===== src/rtl/aesl_deadlock_proc_monitor_if.sv =====
`default_nettype none
// ============================================================================
// Module   : aesl_deadlock_proc_monitor_if
// Brief    : Dependence-propagation and token-ring signals of one
//            per-process deadlock monitor.
// Revision : 1.0 - initial release
// ============================================================================
interface aesl_deadlock_proc_monitor_if #(
  parameter int PROC_NUM = 4
);
  logic                         proc_blocked;
  logic [PROC_NUM-1:0]          dep_vec;
  logic [PROC_NUM-1:0]          in_dep_vld;
  logic [PROC_NUM*PROC_NUM-1:0] in_dep_data;
  logic                         out_dep_vld;
  logic [PROC_NUM-1:0]          out_dep_data;
  logic                         dl_detect_in;
  logic                         origin;
  logic [PROC_NUM-1:0]          token_in;
  logic                         token_clear;
  logic [PROC_NUM-1:0]          token_out;
  logic                         dl_detect_out;

  // Environment side: drives process status, peer sets and report-unit controls
  modport master (
    output proc_blocked, dep_vec, in_dep_vld, in_dep_data,
           dl_detect_in, origin, token_in, token_clear,
    input  out_dep_vld, out_dep_data, token_out, dl_detect_out
  );

  // Monitor side
  modport slave (
    input  proc_blocked, dep_vec, in_dep_vld, in_dep_data,
           dl_detect_in, origin, token_in, token_clear,
    output out_dep_vld, out_dep_data, token_out, dl_detect_out
  );
endinterface
`default_nettype wire


===== src/rtl/aesl_deadlock_proc_monitor.sv =====
`default_nettype none
// ============================================================================
// Module   : aesl_deadlock_proc_monitor
// Brief    : Per-process deadlock monitor. Propagates waits-on reachability
//            sets and flags self-reachability; in report mode acts as one
//            hop of the token ring that walks each dependence cycle.
// Revision : 1.0 - initial release
// ============================================================================
module aesl_deadlock_proc_monitor #(
  parameter int PROC_NUM   = 4,
  parameter int MY_PROC_ID = 0
) (
  input  logic                        dl_clock,
  input  logic                        dl_reset,
  aesl_deadlock_proc_monitor_if.slave bus
);

  localparam logic [1:0] ST_MONITOR = 2'd0;
  localparam logic [1:0] ST_WAIT    = 2'd1;
  localparam logic [1:0] ST_HOLD    = 2'd2;
  localparam logic [1:0] ST_DONE    = 2'd3;

  logic [1:0]          r_state;
  logic [PROC_NUM-1:0] r_reach;
  logic                r_out_dep_vld;
  logic [PROC_NUM-1:0] r_out_dep_data;
  logic                r_self_dl;
  logic                r_origin_flag;
  logic [PROC_NUM-1:0] r_succ_oh;

  logic [PROC_NUM-1:0] w_dep_vec_m;
  logic [PROC_NUM-1:0] w_reach_next;
  logic [PROC_NUM-1:0] w_succ;
  logic [PROC_NUM-1:0] w_succ_oh;
  logic                w_self_dl;
  logic                w_token_any;

  // Own bit of dep_vec never counts as a dependence
  always_comb begin
    w_dep_vec_m             = bus.dep_vec;
    w_dep_vec_m[MY_PROC_ID] = 1'b0;
  end

  // Next reach set: direct dependences plus the sets of valid peers we wait on
  always_comb begin
    w_reach_next = w_dep_vec_m;
    for (int k = 0; k < PROC_NUM; k++) begin
      if (w_dep_vec_m[k] && bus.in_dep_vld[k]) begin
        w_reach_next = w_reach_next | bus.in_dep_data[k*PROC_NUM +: PROC_NUM];
      end
    end
    if (!bus.proc_blocked) begin
      w_reach_next = '0;
    end
  end

  // Successors: peers we wait on whose published set already contains us
  always_comb begin
    w_succ = '0;
    for (int k = 0; k < PROC_NUM; k++) begin
      w_succ[k] = w_dep_vec_m[k] & bus.in_dep_vld[k]
                & bus.in_dep_data[k*PROC_NUM + MY_PROC_ID];
    end
  end

  // Isolate the lowest-indexed successor so the token goes to exactly one peer
  assign w_succ_oh   = w_succ & (~w_succ + PROC_NUM'(1));
  assign w_self_dl   = r_reach[MY_PROC_ID] & bus.proc_blocked;
  assign w_token_any = |bus.token_in;

  // Reachability pipeline: one hop per cycle, running in every state
  always_ff @(posedge dl_clock or negedge dl_reset) begin
    if (!dl_reset) begin
      r_reach        <= '0;
      r_out_dep_vld  <= 1'b0;
      r_out_dep_data <= '0;
      r_self_dl      <= 1'b0;
    end else begin
      r_reach        <= w_reach_next;
      r_out_dep_vld  <= bus.proc_blocked;
      r_out_dep_data <= r_reach;
      r_self_dl      <= w_self_dl;
    end
  end

  // Report-mode FSM; leaving report mode outranks token_clear, which outranks
  // the per-state transition
  always_ff @(posedge dl_clock or negedge dl_reset) begin
    if (!dl_reset) begin
      r_state       <= ST_MONITOR;
      r_origin_flag <= 1'b0;
      r_succ_oh     <= '0;
    end else if ((r_state != ST_MONITOR) && !bus.dl_detect_in) begin
      r_state       <= ST_MONITOR;
      r_origin_flag <= 1'b0;
    end else if ((r_state != ST_MONITOR) && bus.token_clear) begin
      r_state       <= ST_WAIT;
      r_origin_flag <= 1'b0;
    end else begin
      case (r_state)
        ST_MONITOR: begin
          if (bus.dl_detect_in) begin
            r_state <= ST_WAIT;
          end
        end
        ST_WAIT: begin
          if (bus.origin) begin
            r_origin_flag <= 1'b1;
            r_succ_oh     <= w_succ_oh;
            r_state       <= ST_HOLD;
          end else if (w_token_any) begin
            r_succ_oh     <= w_succ_oh;
            r_state       <= ST_HOLD;
          end
        end
        ST_HOLD: r_state <= ST_DONE;
        ST_DONE: r_state <= ST_DONE;
        default: r_state <= ST_MONITOR;
      endcase
    end
  end

  // Outputs decoded from state; the closing token is acknowledged combinationally
  always_comb begin
    bus.dl_detect_out = 1'b0;
    bus.token_out     = '0;
    case (r_state)
      ST_MONITOR: bus.dl_detect_out = r_self_dl;
      ST_HOLD: begin
        bus.dl_detect_out = 1'b1;
        bus.token_out     = r_succ_oh;
      end
      ST_DONE: bus.dl_detect_out = r_origin_flag & w_token_any;
      default: bus.dl_detect_out = 1'b0;
    endcase
  end

  assign bus.out_dep_vld  = r_out_dep_vld;
  assign bus.out_dep_data = r_out_dep_data;

endmodule
`default_nettype wire


===== src/flat_wrapper.sv =====
// flat-port wrapper written by rule: the top's interface ports become plain ports
module aesl_deadlock_proc_monitor_flat 
#(
  parameter int PROC_NUM   = 4,
  parameter int MY_PROC_ID = 0
)
  (dl_clock, dl_reset, bus_proc_blocked, bus_dep_vec, bus_in_dep_vld, bus_in_dep_data, bus_dl_detect_in, bus_origin, bus_token_in, bus_token_clear, bus_out_dep_vld, bus_out_dep_data, bus_token_out, bus_dl_detect_out);
  aesl_deadlock_proc_monitor_if #(.PROC_NUM(PROC_NUM)) bus_i ();
  input  logic dl_clock;
  input  logic dl_reset;
  input wire logic [$bits(bus_i.proc_blocked)-1:0] bus_proc_blocked;
  input wire logic [$bits(bus_i.dep_vec)-1:0] bus_dep_vec;
  input wire logic [$bits(bus_i.in_dep_vld)-1:0] bus_in_dep_vld;
  input wire logic [$bits(bus_i.in_dep_data)-1:0] bus_in_dep_data;
  input wire logic [$bits(bus_i.dl_detect_in)-1:0] bus_dl_detect_in;
  input wire logic [$bits(bus_i.origin)-1:0] bus_origin;
  input wire logic [$bits(bus_i.token_in)-1:0] bus_token_in;
  input wire logic [$bits(bus_i.token_clear)-1:0] bus_token_clear;
  output wire logic [$bits(bus_i.out_dep_vld)-1:0] bus_out_dep_vld;
  output wire logic [$bits(bus_i.out_dep_data)-1:0] bus_out_dep_data;
  output wire logic [$bits(bus_i.token_out)-1:0] bus_token_out;
  output wire logic [$bits(bus_i.dl_detect_out)-1:0] bus_dl_detect_out;
  assign bus_i.proc_blocked = bus_proc_blocked;
  assign bus_i.dep_vec = bus_dep_vec;
  assign bus_i.in_dep_vld = bus_in_dep_vld;
  assign bus_i.in_dep_data = bus_in_dep_data;
  assign bus_i.dl_detect_in = bus_dl_detect_in;
  assign bus_i.origin = bus_origin;
  assign bus_i.token_in = bus_token_in;
  assign bus_i.token_clear = bus_token_clear;
  assign bus_out_dep_vld = bus_i.out_dep_vld;
  assign bus_out_dep_data = bus_i.out_dep_data;
  assign bus_token_out = bus_i.token_out;
  assign bus_dl_detect_out = bus_i.dl_detect_out;
  aesl_deadlock_proc_monitor #(.PROC_NUM(PROC_NUM), .MY_PROC_ID(MY_PROC_ID)) u_core (.dl_clock(dl_clock), .dl_reset(dl_reset), .bus(bus_i));
endmodule

===== config.mk =====
export PLATFORM = sky130hd
export DESIGN_NAME = aesl_deadlock_proc_monitor_flat
export DESIGN_NICKNAME = d
export VERILOG_FILES = /design/src/rtl/aesl_deadlock_proc_monitor_if.sv /design/src/rtl/aesl_deadlock_proc_monitor.sv /design/src/flat_wrapper.sv
export SDC_FILE = /design/constraint.sdc
export NUM_CORES = 1
export LEC_CHECK = 0
export ABC_AREA = 1
export CAP_MARGIN = 40
export CORE_MARGIN = 2
export CORE_UTILIZATION = 39
export CTS_CLUSTER_DIAMETER = 80
export CTS_CLUSTER_SIZE = 8
export DETAILED_ROUTE_END_ITERATION = 7
export GPL_TIMING_DRIVEN = 1
export PLACE_DENSITY = 0.82
export SLEW_MARGIN = 20
export SYNTH_ARGS = -nofsm -noshare
export SYNTH_HDL_FRONTEND = slang
export SYNTH_SLANG_ARGS = --single-unit

===== constraint.sdc =====
create_clock -name dl_clock -period 2.35 [get_ports dl_clock]
set_input_delay 0.705 -clock dl_clock [delete_from_list [all_inputs] [get_ports dl_clock]]
set_output_delay 0.705 -clock dl_clock [all_outputs]
set_load 0.01 [all_outputs]

* After elaboration in Yosys (flattened, before gate mapping)
Index checks and enable logic that the tools add are counted.
Word-level totals: register bits 17, input port bits 34, output and inout bits 10, logic and storage cells 62
Cells by class: $add $sub $neg 1, eq/ne operators 5, mux-type cells 18, bitwise operators 15, reductions and logical operators 16
Operator list (number):
- 2-to-1 mux 4 bit | 7
- OR 4 bit | 3
- 2-to-1 mux 2 bit | 5
- AND 1 bit | 8
- case mux 2 bit (3 select lines) | 1
- nonzero test 3 bit | 2
- logical AND 1 bit | 5
- != test 5 x 2 -> 1 bit, second input constant | 1
- adder 4 x 1 -> 4 bit, second input constant | 1
- AND 4 bit | 1
- equality test 2 bit, second input constant | 2
- 2-to-1 mux 1 bit | 4
- != test 4 x 2 -> 1 bit, second input constant | 1
- inverter 4 bit | 1
- AND reduction 2 bit | 2
- AND reduction 4 bit | 1
- nonzero test 2 bit | 2
- OR reduction 4 bit | 1
- case mux 1 bit (3 select lines) | 1
- equality test 2 x 1 -> 1 bit, second input constant | 1
- logical NOT 2 bit | 1
- inverter 1 bit | 2
- OR reduction 2 bit | 1
- logical NOT 1 bit | 1

* Logic depth before layout (Yosys ltp)
Gate-level depths: netlist of the first run.
depth in word-level cells 7, depth in mapped cells 6, depth with buffers taken out 6

* Least setup slack after synthesis of the first run
OpenSTA, ideal clock, no wires.
kind input to output, start input bus_token_in[0], end output bus_dl_detect_out, arrival 1042 ps, required time 1645 ps, slack 603 ps, stages on the path 4, path buffers 0, cells stage by stage nor2_1 > nand2_1 > nand3_1 > nand2_1
Between the ends: word-level cells in the longest chain between the ends 3
Ends and longest elaborated chain:
- start: declaration | RTL line flat_wrapper.sv:17 | input wire logic [$bits(bus_i.token_in)-1:0] bus_token_in;
- OR reduction 4 bit | RTL line aesl_deadlock_proc_monitor.sv:69 | assign w_token_any = |bus.token_in;
- AND 1 bit | RTL line aesl_deadlock_proc_monitor.sv:133 | ST_DONE: bus.dl_detect_out = r_origin_flag & w_token_any;
- case mux 1 bit (3 select lines) | RTL line aesl_deadlock_proc_monitor.sv:127 | case (r_state)
- end: declaration | RTL line flat_wrapper.sv:22 | output wire logic [$bits(bus_i.dl_detect_out)-1:0] bus_dl_detect_out;
No other way between the ends.

* Worst setup path after layout of the first run
start input bus_token_in[2], end output bus_dl_detect_out
Same word-level chain as after synthesis.

==> results of run 1 <==
==> metrics by stage <==
step                      cells  utilization (%)  power, mW
after floorplan              92                -     0.3722
after global placement      151            63.62     0.4479
after CTS                   156            65.82     0.6207
after detailed placement    151            63.62     0.4523
final                       156            65.96     0.6129
after global routing        156            65.96     0.6526
==> worst max path at each step <==
stage | startpoint | to | slack [ns]
finish | bus_token_in[2] | bus_dl_detect_out | 0.09
global route | u_core.r_state[0] | bus_token_out[1] | 0.008
CTS | u_core.r_state[0] | bus_token_out[3] | 0.06
detailed placement | bus_token_in[2] | bus_dl_detect_out | -0.29
global placement | bus_token_in[1] | bus_dl_detect_out | -0.27
floorplan | bus_token_in[0] | bus_dl_detect_out | 0.60
==> flip-flops by register name, summed over array words and instances, names as in the netlist <==
signal / cells
u_core.bus.out_dep_data: 4
u_core.r_reach: 4
u_core.r_succ_oh: 3
u_core.r_state: 2
u_core.bus.out_dep_vld: 1
u_core.r_origin_flag: 1
u_core.r_self_dl: 1
==> cell families after synthesis <==
| logic type | count (synthesis) | share of synthesized area, % |
|---|---|---|
| other | 1 | 0.4979 |
| and+or+nand+nor | 42 | 26.75 |
| AOI/OAI and AO/OA | 10 | 7.641 |
| DFF | 16 | 53.16 |
| buffers and inverters | 23 | 11.96 |
==> final cells by class <==
class,instances,area [sq um],share of cell area (%)
sequential,16,400.4,34.41
clock buffer,4,36.28,3.118
inverter,22,82.58,7.097
tap,25,31.28,2.688
multi-input combinational,53,262.8,22.58
timing repair buffer,36,350.3,30.11
==> power groups by stage <==
stage	registers, mW	logic [mW]	clock network, mW
2_1_floorplan	0.318	0.0543	0
3_3_place_gp	0.316	0.132	0
3_5_place_dp	0.317	0.135	0
4_1_cts	0.312	0.134	0.175
5_1_grt	0.315	0.149	0.189
6_report	0.311	0.131	0.170
==> per-layer routing <==
metal / up-vias / share of wire [%] / global-route usage (%)
met4: 0 / 1.8 / 6.486
met1: 293 / 37 / 15.20
li1: 353 / - / -
met2: 31 / 51 / 28.80
met5: - / 0 / 0
met3: 2 / 9.3 / 1.887
==> worst max-delay path, cell delays in order <==
cell and delay (ns):
clkdlybuf4s50_1 0.42, nor2_2 0.13, nand2_1 0.06, nand3_1 0.06
nand2_1 0.05, buf_2 0.13
==> cell usage in the layout, fill, tap and decap left out <==
cell | Yosys | routed
buf_2 | 0 | 1
dlymetal6s2s_1 | 0 | 1
nor3_1 | 1 | 1
nor2_2 | 1 | 1
nor2_4 | 1 | 1
clkdlybuf4s50_1 | 0 | 31
clkbuf_4 | 0 | 3
o21ai_0 | 6 | 6
nor2_1 | 11 | 11
inv_1 | 21 | 21
conb_1 | 1 | 1
nand3_4 | 1 | 1
dfrtp_1 | 16 | 16
nand2_2 | 1 | 1
a21oi_1 | 1 | 1
clkbuf_8 | 0 | 1
buf_4 | 1 | 3
nand2_1 | 17 | 17
o21bai_1 | 3 | 3
inv_2 | 1 | 1
nand3_2 | 1 | 1
nand3_1 | 8 | 8
==> repair_timing <==
action                     4_1_cts  5_1_grt
gates resized for setup          4        1
buffers inserted                 1        0
setup endpoints to repair        1        1
pin swaps                        2        0
==> metrics.md, run 1 <==
| Metric | Value |
|---|---|
| Outcome | `completed` |
| 1st-pass router iterations | `2` |
| Dominant synthesized flop cell | `dfrtp_1` |
| Hold Crit Depth | `0` |
| R2R Setup Slk | `1.31 ns` |
| Ranking of synthesized cells by area | `dfrtp_1, inv_1, nand2_1` |
| Final worst-path cycle share | `96.13%` |
| Die Height | `47.95 um` |
| Hold crit path type | `reg -> reg` |
| Iteration-0 DRC Markers | `5` |
| Placeable Area | `1764 sq um` |
| Largest net degree at the start of global routing | `17` |
| Max_slew headroom | `56.85%` |
| H-tree depth | `1` |
| Clk slew on worst S/H paths | `0.08 ns` |
| Standard-cell rows | `15` |
| Net Switching | `0.1467 mW` |
| Initial Util | `42.70%` |
| Hold Violations, Final | `0` |
| Cell with the most instances after synthesis | `inv_1` |
| Sequential-to-total area share from yosys stat | `53.16%` |
| R2r worst-path depth | `6` |
| Post-place instance area | `1122 sq um` |
| Synth area leader | `dfrtp_1` |
| Top Ports | `44` |
| WP data arrival | `1.55 ns` |
| Sink Count | `16` |
| Top achievable clock speed | `0.4427 GHz` |
| Final count of pins violating max slew | `0` |
| Reg-to-Reg End | `u_core.r_succ_oh[2]` |
| Pleak | `0.6231 nW` |
| Hold WS | `0.3523 ns` |
| Netlist Area Pre-Place | `753.2 sq um` |
| Max-cap viol count | `0` |
| Actual slew at the worst max-slew pin | `0.6452 ns` |
| Syn_nets | `126` |
| Post-Syn Instances | `92` |
| Synth Register Bits | `16` |
| RSZ-0062 raised after global routing | `false` |
| Total track usage | `14.70%` |
| Total die area | `2299 sq um` |
| CTS tree | `built` |
| Worst Hold Launch | `u_core.r_reach[2]` |
| Initial antenna violation count | `0` |
| Dpl hpwl | `1253 um` |
| Post-DR vias/cell | `4.353` |
| Clock root buffer | `clkbuf_4` |
| Top-area cell type share of the netlist area | `53.16%` |
| Synth cell count leaders | `inv_1, nand2_1, dfrtp_1, nor2_1, nand3_1` |
| Crit path time final | `2.259 ns` |
| Critical Path RT | `1.64 ns` |
| Ys async rst share | `100.0%` |
| Setup TNS Final | `0 ns` |
| VDD IR max | `0.0002782 V` |
| Pre-CTS WS | `-0.2927 ns` |
| Setup violations, final | `0` |
| Clock skew | `0.006270 ns` |
| Clock network power share | `27.8%` |
| Drt wl/cell | `9.397 um` |
| Distinct cell type count after synthesis | `17` |
| Worst-Skew Late Latency | `0.27 ns` |
| Sequential Power Share | `50.8%` |
| ANT nets after route | `0` |
| Die width | `47.95 um` |
| Syn avg cell area | `8.187 sq um` |
| Cts bufs inserted | `3` |
| WS Path Type | `in -> out` |
| Vias | `679` |
| Number of synthesized flops with an enable pin | `0` |
| Pwr Density | `526.7 nW/um^2` |
| Fraction of layout cells with a size suffix above 1 | `10.69%` |
| RePlAce Congestion | `0.7341` |
| Number of diodes | `0` |
| Startpoint Class | `input pin` |
| Fin nets | `166` |
| Port bufs | `33` |
| Worst-path maximum fanout | `2` |
| First-pass GRT wire length | `2325 um` |
| Combinational share of power | `21.4%` |
| Finished Cell Area | `1164 sq um` |
| Area Overhead vs Synth | `54.49%` |
| RR Startpoint | `u_core.r_state[1]` |
| Number of fill cells | `177` |
| GR Overflow Total | `0` |
| Internal | `0.4662 mW` |
| Post-CTS Hold Fix Bufs | `0` |
| WL final | `1466 um` |
| Sw Ratio | `23.93%` |
| CTS max path bufs | `2` |
| Critical path endpoint category | `output pin` |
| Final WS setup | `0.09102 ns` |
| Hold Path End | `u_core.bus.out_dep_data[2]` |
| Vias in the first global route | `613` |
| Drc violations | `0` |
| Synth warnings | `0` |
(Power assumes the default switching activity.)
==> inputs of run 2 (changes only) <==
--- a/config.mk
+++ b/config.mk
@@ -7,7 +7,7 @@
 export LEC_CHECK = 0
 export ABC_AREA = 1
 export CAP_MARGIN = 40
-export CORE_MARGIN = 2
+export CORE_MARGIN = 5
 export CORE_UTILIZATION = 39
 export CTS_CLUSTER_DIAMETER = 80
 export CTS_CLUSTER_SIZE = 8
==> run 2 against run 1 <==
Compared with the run above:
- core utilization decreased by 0.27 points
- register-to-register slack about the same
- clock skew increased by 0.0042 ns
- critical path depth unchanged
- routed wire length increased by 8.0%
- sequential share of layout area decreased by 0.22 points
- clock-buffer cell count unchanged
- die area increased by 27%
- cell area increased by 0.64%
- critical endpoint unchanged
- highest routed layer unchanged
==> metrics.md, run 2 (synthesized netlist as in run 1, its figures left out) <==
| Metric | Value |
|---|---|
| RSZ-0062 raised after global routing | `false` |
| Port bufs | `33` |
| Crit path time final | `2.260 ns` |
| Die Height | `53.95 um` |
| CTS max path bufs | `2` |
| Dpl hpwl | `1355 um` |
| WL final | `1583 um` |
| Total track usage | `12.45%` |
| Final worst-path cycle share | `96.19%` |
| Critical path endpoint category | `output pin` |
| Total chip power | `0.6181 mW` |
| Number of fill cells | `160` |
| First-pass GRT wire length | `2656 um` |
| Global Route met3 Usage | `1.108%` |
| Max_slew headroom | `56.50%` |
| Outcome | `completed` |
| Setup violations, final | `0` |
| Critical Path RT | `1.64 ns` |
| Clock root buffer | `clkbuf_4` |
| Drt wl/cell | `10.15 um` |
| CTS tree | `built` |
| Sw Ratio | `24.55%` |
| Clock network power share | `28.2%` |
| Initial antenna violation count | `0` |
| Placeable Area | `1783 sq um` |
| Met1 Track Usage GR | `12.08%` |
| Combinational share of power | `21.4%` |
| Met2 Usage GRT | `24.60%` |
| Commonest non-fill, non-tap cell in the layout | `clkdlybuf4s50_1` |
| Hold WS | `0.3530 ns` |
| Vias | `706` |
| RR Startpoint | `u_core.r_state[1]` |
| WS Path Type | `in -> out` |
| Initial Util | `42.25%` |
| Post-DR vias/cell | `4.526` |
| Top Ports | `44` |
| Total die area | `2910 sq um` |
| 1st-pass router iterations | `4` |
| Hold Crit Depth | `0` |
| Final WS setup | `0.08955 ns` |
| RePlAce Congestion | `0.6630` |
| Critical path origin | `bus_token_in[2]` |
| Clock skew | `0.01047 ns` |
| Vias in the first global route | `732` |
| Iteration-0 DRC Markers | `5` |
| R2R Setup Slk | `1.30 ns` |
| Fraction of layout cells with a size suffix above 1 | `11.45%` |
| GR peak layer | `met2` |
| Commonest cells after routing, fill and taps aside | `clkdlybuf4s50_1, inv_1, nand2_1` |
| Hold Path End | `u_core.bus.out_dep_data[1]` |
| Reg-to-Reg End | `u_core.r_succ_oh[2]` |
| Worst Hold Launch | `u_core.r_reach[1]` |
| ANT nets after route | `0` |
| Number of diodes | `0` |
| Pwr Density | `527.7 nW/um^2` |
| Hold Violations, Final | `0` |
| Max-cap viol count | `0` |
| GR Overflow Total | `0` |
| Final count of pins violating max slew | `0` |
| Top achievable clock speed | `0.4424 GHz` |
| Fin util | `65.68%` |
| Fin nets | `166` |
| Internal | `0.4663 mW` |
| Net Switching | `0.1517 mW` |
| Drc violations | `0` |
| Area Overhead vs Synth | `55.48%` |
| Clk slew on worst S/H paths | `0.08 ns` |
| Hold crit path type | `reg -> reg` |
| Worst-Skew Late Latency | `0.28 ns` |
| VDD IR max | `0.0003187 V` |
| Standard-cell rows | `15` |
| Largest net degree at the start of global routing | `17` |
| Pleak | `0.6599 nW` |
| Sink Count | `16` |
| Worst-path maximum fanout | `2` |
| H-tree depth | `1` |
| Startpoint Class | `input pin` |
| Actual slew at the worst max-slew pin | `0.6505 ns` |
| Cts bufs inserted | `3` |
| Sequential Power Share | `50.4%` |
| WP data arrival | `1.56 ns` |
| Pre-CTS WS | `-0.2983 ns` |
| R2r worst-path depth | `6` |
| Die width | `53.95 um` |
[run 2: cell types whose count changed in the layout (fill, tap and decap cells not counted)]
cell / delta
clkdlybuf4s50_1: -2
dlymetal6s2s_1: +2
nor2_1: -1
nor2_2: +1
[run 2: cell type report]
class / instances / area [sq um] / area share [%]
well taps: 25 / 31.28 / 2.671
multi-input cells: 53 / 265.3 / 22.65
flip-flops and latches: 16 / 400.4 / 34.19
clock buffers: 4 / 36.28 / 3.098
repair buffers: 36 / 355.3 / 30.34
inverters: 22 / 82.58 / 7.051
[run 2: power groups by stage]
| stage | clock [mW] | combinational [mW] | sequential, mW |
|---|---|---|---|
| floorplan | 0 | 0.0543 | 0.318 |
| global placement | 0 | 0.132 | 0.317 |
| detailed placement | 0 | 0.136 | 0.317 |
| CTS | 0.183 | 0.135 | 0.312 |
| global route | 0.187 | 0.149 | 0.315 |
| finish | 0.174 | 0.133 | 0.311 |
[run 2: timing repair]
item                                    in CTS  in global routing
pin swaps                                    1                  0
gates cloned                                 0                  0
setup buffers                                1                  0
endpoints found under the setup margin       1                  3
hold buffers                                 0                  0
resized for setup                            5                  3
[run 2: through the flow]
stage / TNS (ns) / instance area, sq um / std cells
2_1_floorplan: 0 / 753.2 / 92
3_3_place_gp: -0.2769 / 1122 / 151
3_5_place_dp: -0.2983 / 1122 / 151
4_1_cts: 0 / 1164 / 156
5_1_grt: 0 / 1171 / 156
6_report: 0 / 1171 / 156
[run 2: worst max path at each step]
stage                     cells after the start  slack (ns)                 to
after floorplan                               4        0.60  bus_dl_detect_out
after global placement                        6       -0.28  bus_dl_detect_out
after detailed placement                      6       -0.30  bus_dl_detect_out
after CTS                                     4        0.04   bus_token_out[2]
after global routing                          6       0.006  bus_dl_detect_out
final                                         6        0.09  bus_dl_detect_out
[run 2: critical path: stages]
cell and delay (ns):
clkdlybuf4s50_1 0.42, nor2_2 0.13, nand2_1 0.06, nand3_1 0.06, nand2_1 0.05, buf_2 0.14
[run 2: per-layer routing]
metal,up-vias,part of all wire [%]
met5,-,0
met4,0,1.2
met3,2,9.5
met2,28,53
met1,321,36
li1,355,-
